### src/rtl/tt_pkg.sv
// Shared definitions for the truth-table sweep controller.
//   - ST_IDLE/ST_DRIVE/ST_DONE: state encodings, also used as the values of state_e
//   - DefaultDwell: default number of clocks each vector is held
//   - n_vec(): number of vectors (and truth-table width) for a given input count
package tt_pkg;

  localparam int unsigned DefaultDwell = 20;

  localparam logic [1:0] ST_IDLE  = 2'd0;
  localparam logic [1:0] ST_DRIVE = 2'd1;
  localparam logic [1:0] ST_DONE  = 2'd2;

  typedef enum logic [1:0] {
    StIdle  = ST_IDLE,
    StDrive = ST_DRIVE,
    StDone  = ST_DONE
  } state_e;

  function automatic int unsigned n_vec(input int unsigned n_in);
    return 32'd1 << n_in;
  endfunction

endpackage

### src/rtl/tt_dwell_timer.sv
// Dwell timer for the sweep controller: counts the clocks a vector has been held.
// Ports:
//   clk_i    rising-edge clock
//   rst_i    asynchronous active-high reset (count -> 0)
//   clear_i  force count to 0 (has priority over en_i)
//   en_i     advance the count; wraps to 0 after Dwell-1
//   last_o   high while count == Dwell-1
module tt_dwell_timer
  import tt_pkg::*;
#(
  parameter int unsigned Dwell = DefaultDwell
) (
  input  logic clk_i,
  input  logic rst_i,
  input  logic clear_i,
  input  logic en_i,
  output logic last_o
);

  // A one-bit counter keeps Dwell == 1 legal; it simply never leaves 0.
  localparam int unsigned CntW = (Dwell > 1) ? $clog2(Dwell) : 1;
  localparam logic [CntW-1:0] CntLast = CntW'(Dwell - 1);

  if (Dwell == 0) begin : g_bad_dwell
    $error("tt_dwell_timer: Dwell must be >= 1");
  end

  logic [CntW-1:0] cnt_q, cnt_d;

  assign last_o = (cnt_q == CntLast);

  always_comb begin
    cnt_d = cnt_q;
    if (clear_i) begin
      cnt_d = '0;
    end else if (en_i) begin
      cnt_d = last_o ? '0 : cnt_q + CntW'(1);
    end
  end

  always_ff @(posedge clk_i or posedge rst_i) begin
    if (rst_i) begin
      cnt_q <= '0;
    end else begin
      cnt_q <= cnt_d;
    end
  end

endmodule

### src/rtl/tt_sweep_ctrl.sv
// Truth-table sweep controller. On start it drives every input vector {a,b,c,d} = 0..NVec-1
// in order, holds each for Dwell clocks, samples f on the last clock of each hold into tt,
// then pulses done for one cycle.
// Optional feature macro: TT_CHECK_EN (adds golden-table compare: expected_i, mismatch_o,
// err_cnt_o).
// Ports:
//   clk_i       rising-edge clock
//   rst_i       asynchronous active-high reset; aborts a sweep without a done pulse
//   start_i     sweep request, only honoured in idle
//   a_o..d_o    registered DUT inputs, a_o = vector MSB, d_o = LSB
//   f_i         DUT output, combinational from a_o..d_o
//   busy_o      high while vectors are being driven
//   done_o      one-cycle completion pulse
//   tt_o        tt_o[i] = f_i sampled while vector i was driven
//   expected_i  golden truth table                     (TT_CHECK_EN)
//   mismatch_o  sticky: some sampled bit differed      (TT_CHECK_EN)
//   err_cnt_o   number of differing vectors, saturates (TT_CHECK_EN)
module tt_sweep_ctrl
  import tt_pkg::*;
#(
  parameter int unsigned NIn   = 4,
  parameter int unsigned Dwell = DefaultDwell,
  localparam int unsigned NVec = n_vec(NIn)
) (
  input  logic            clk_i,
  input  logic            rst_i,
  input  logic            start_i,
  output logic            a_o,
  output logic            b_o,
  output logic            c_o,
  output logic            d_o,
  input  logic            f_i,
  output logic            busy_o,
  output logic            done_o,
  output logic [NVec-1:0] tt_o
`ifdef TT_CHECK_EN
  ,
  input  logic [NVec-1:0] expected_i,
  output logic            mismatch_o,
  output logic [NIn:0]    err_cnt_o
`endif
);

  localparam logic [NIn-1:0] VecLast = NIn'(NVec - 1);

  // The DUT interface has exactly four drive pins.
  if (NIn != 4) begin : g_bad_nin
    $error("tt_sweep_ctrl: NIn must be 4 to map onto a..d");
  end

  state_e          state_q, state_d;
  logic [NIn-1:0]  vec_q, vec_d;
  logic [NVec-1:0] tt_q, tt_d;
  logic            dwell_last;
  logic            accept;
  logic            sample;

  assign accept = (state_q == StIdle) && start_i;
  assign sample = (state_q == StDrive) && dwell_last;

  // Held at zero outside DRIVE so every vector gets a full Dwell.
  tt_dwell_timer #(
    .Dwell(Dwell)
  ) u_dwell_timer (
    .clk_i  (clk_i),
    .rst_i  (rst_i),
    .clear_i(state_q != StDrive),
    .en_i   (state_q == StDrive),
    .last_o (dwell_last)
  );

  always_comb begin
    state_d = state_q;
    vec_d   = vec_q;
    tt_d    = tt_q;
    unique case (state_q)
      StIdle: begin
        if (start_i) begin
          vec_d   = '0;
          tt_d    = '0;
          state_d = StDrive;
        end
      end
      StDrive: begin
        if (dwell_last) begin
          tt_d[vec_q] = f_i;
          if (vec_q == VecLast) begin
            state_d = StDone;
          end else begin
            vec_d = vec_q + NIn'(1);
          end
        end
      end
      StDone: begin
        state_d = StIdle;
      end
      default: begin
        state_d = StIdle;
      end
    endcase
  end

  always_ff @(posedge clk_i or posedge rst_i) begin
    if (rst_i) begin
      state_q <= StIdle;
      vec_q   <= '0;
      tt_q    <= '0;
    end else begin
      state_q <= state_d;
      vec_q   <= vec_d;
      tt_q    <= tt_d;
    end
  end

  assign busy_o = (state_q == StDrive);
  assign done_o = (state_q == StDone);
  assign tt_o   = tt_q;
  assign a_o    = vec_q[NIn-1];
  assign b_o    = vec_q[NIn-2];
  assign c_o    = vec_q[NIn-3];
  assign d_o    = vec_q[0];

`ifdef TT_CHECK_EN
  localparam int unsigned ErrW = NIn + 1;
  localparam logic [NIn:0] ErrMax = ErrW'(NVec);

  logic           mismatch_q, mismatch_d;
  logic [NIn:0]   err_q, err_d;

  always_comb begin
    mismatch_d = mismatch_q;
    err_d      = err_q;
    if (accept) begin
      mismatch_d = 1'b0;
      err_d      = '0;
    end else if (sample && (f_i != expected_i[vec_q])) begin
      mismatch_d = 1'b1;
      if (err_q != ErrMax) begin
        err_d = err_q + ErrW'(1);
      end
    end
  end

  always_ff @(posedge clk_i or posedge rst_i) begin
    if (rst_i) begin
      mismatch_q <= 1'b0;
      err_q      <= '0;
    end else begin
      mismatch_q <= mismatch_d;
      err_q      <= err_d;
    end
  end

  assign mismatch_o = mismatch_q;
  assign err_cnt_o  = err_q;
`else
  logic unused_accept;
  assign unused_accept = accept ^ sample;
`endif

endmodule

### config.mk
export PLATFORM = sky130hd
export DESIGN_NAME = tt_sweep_ctrl
export DESIGN_NICKNAME = d
export VERILOG_FILES = /design/src/rtl/tt_pkg.sv /design/src/rtl/tt_dwell_timer.sv /design/src/rtl/tt_sweep_ctrl.sv
export SDC_FILE = /design/constraint.sdc
export NUM_CORES = 1
export LEC_CHECK = 0
export ABC_AREA = 1
export CELL_PAD_IN_SITES_DETAIL_PLACEMENT = 1
export CELL_PAD_IN_SITES_GLOBAL_PLACEMENT = 2
export CORE_MARGIN = 2
export CORE_UTILIZATION = 30
export DETAILED_ROUTE_END_ITERATION = 12
export PLACE_DENSITY = 0.8
export SYNTH_ARGS = -nofsm -noshare
export SYNTH_HDL_FRONTEND = slang
export SYNTH_SLANG_ARGS = --single-unit
export TNS_END_PERCENT = 5
### constraint.sdc
create_clock -name clk_i -period 1.84 [get_ports clk_i]
set_input_delay 0.184 -clock clk_i [delete_from_list [all_inputs] [get_ports clk_i]]
set_output_delay 0.184 -clock clk_i [all_outputs]
set_load 0.005 [all_outputs]
==> reports/summary.txt <==
status: complete, no violations
CTS Root Cell: clkbuf_8
largest net degree at the start of global routing: 28
Max-Cap Viols: 0
fin area: 2000 um2
Synth Area in Simple Gates: 39.1%
Setup crit start: state_q[1]
Static Leak: 1.13 nW
H-tree depth: 1
largest family of logic cells by synthesized area: simple AND/OR/NAND/NOR gates
worst r2r path cells: 9
DP Wirelength: 3250 um
warnings from Yosys: 0
DRC errors left: 0
CP Capture Type: primary output
Max clock buf depth: 2
minimum clock period: 1730 ps
Max Fclk: 0.577 GHz
dpl cell area: 1950 um2
final hold vios: 0
TritonCTS Buffers: 3
Area Growth Syn to Fin: 24.3%
most frequent cells in the layout: nand2_1, nand3_1, inv_1
CTS Hold Buffers Added: 0
drt total wl: 4400 um
fraction of the mapped netlist area in adder cells: 3.89%
compound-cell area share of the yosys netlist: 2.72%
worst-margin pin slew: 455 ps
RSZ-0062 raised after global routing: false
GPL Wtd Cong: 0.778
critical path class: register to primary output
I/O Buffers: 25
drt first pass iters: 4
RR Startpoint: u_dwell_timer.cnt_q[0]
I/O pin total: 26
setup violators final: 0
fillers: 667
diode count: 0
clk_skew: 4.96 ps
Reg clk slew, reported paths: 90 ps
RR Endpoint: tt_o[15]
worst vdd ir: 0.242 mV
GRT Residual Overflow: 0
Initial Utilization: 31.3%
number of global-route vias before repair: 1,553
CP arrival: 1550 ps
sequential cell area fraction in the yosys report: 42.0%
Min-Delay Path Class: input pin to asynchronous set/reset pin
Synth Register Bits: 27
Slew headroom: 69.6%
Die Wd: 77.2 um
syn avg cell area: 7.34 um2
CTS Sinks: 27
CTS tree: built
clk_lat worst skew: 270 ps
drt first-iter violations: 61
Reg area: 676 um2
share of layout cells above drive strength 1: 7.72%
multiplexer share of the synthesized area: 0%
setup bufs post-CTS: 0
CP required: 1660 ps
setup TNS: 0 ps
area of the multi-input gates: 756 um2
worst-path fanout max: 9
site row count: 26
most common cell after layout, fill and taps aside: nand2_1
Final nets: 256
WL/cell: 13.9 um
Final Slew Violations: 0
Critical Path Start Type: register
Total GRT Usage: 15.9%
XOR/XNOR share of the synthesized area: 1.09%
vias per inst: 4.70
Final period util: 94.3%
initial antenna violation count: 0
placeable core area: 5140 um2
synth unique cells: 21
Gate Count Post-Synth: 219
first-pass GRT wire length: 7690 um
P per Cell Area: 489 nW/um2
die area: 5960 um2
die height: 77.2 um
via count: 1,485
Mapped Area: 1610 um2
Final ANT Viol Nets: 0
syn nets: 228
R2R Setup Slk: 200 ps
worst max-delay path, cell delays in order (launching register included):
cell and delay (ps):
dfrtp_1 430, nor2_4 290, clkdlybuf4s50_1 560
logic make-up after synthesis:
family          count (synthesis)
buf+inv                        42
simple gates                  138
compound gates                  5
xor+xnor                        2
fa+ha+maj                       5
flops                          27
area by class of cell:
type | instances | area share, %
multi-input cells | 150 | 37.8
flip-flops and latches | 27 | 33.8
repair buffers | 34 | 15.9
inverters | 31 | 5.82
well taps | 70 | 4.38
clock buffers | 4 | 2.25
timing repair:
action,4_1_cts,5_1_grt
endpoints found under the hold margin,0,0
gates resized for setup,0,1
endpoints found under the setup margin,0,5
through the flow:
step / hold WS, ps / std cells / power [mW] / setup WS [ps] / util, %
after floorplan: 237 / 219 / 0.627 / 432 / -
after global placement: 456 / 312 / 0.645 / 184 / 38.0
after detailed placement: 466 / 312 / 0.645 / 158 / 38.0
after CTS: 279 / 316 / 1.00 / 79.7 / 38.8
after global routing: 307 / 316 / 1.03 / 18.7 / 38.9
final: 271 / 316 / 0.977 / 106 / 38.9
synth_stat cells:
cell	instances	area, um2
nand2_1	69	259
nand3_1	37	185
inv_1	28	105
dfrtp_1	27	676
nand4_1	18	113
nor2_1	10	37.5
buf_2	5	25.0
ha_1	5	62.6
inv_2	3	11.3
a21oi_1	2	10.0
buf_1	2	7.51
buf_4	2	15.0
nor2_4	2	22.5
o211ai_1	2	15.0
a21boi_4	1	18.8
buf_6	1	11.3
clkbuf_1	1	3.75
nand3b_1	1	7.51
nor3_1	1	5.00
xnor2_1	1	8.76
xor2_1	1	8.76
report_power, final:
| group | internal, mW | switching [mW] | leakage [nW] |
|---|---|---|---|
| clock | 0.155 | 0.190 | 0.0228 |
| combinational | 0.0132 | 0.0219 | 0.754 |
| sequential | 0.595 | 0.00127 | 0.353 |
| total | 0.763 | 0.213 | 1.13 |
worst max-delay path by stage:
stage                           to  cells past startpoint
after detailed placement  tt_o[15]                      9
after CTS                   done_o                      3
after floorplan            tt_o[7]                      8
final                       busy_o                      2
after global routing        busy_o                      3
after global placement     tt_o[3]                      9
state kept, by name, indices dropped and copies added (netlist names):
| register | count |
|---|---|
| state_q | 2 |
| tt_o | 16 |
| u_dwell_timer.cnt_q | 5 |
| vec_q | 4 |
metal layers:
metal | track usage [%] | vias to the layer above | part of all wire, %
li1 | - | 757 | -
met1 | 22.3 | 707 | 51
met2 | 25.7 | 17 | 46
met3 | 2.00 | 4 | 2.1
met4 | 4.64 | 0 | 0.86
met5 | 0 | - | 0
Power figures use the tool's default switching activity.
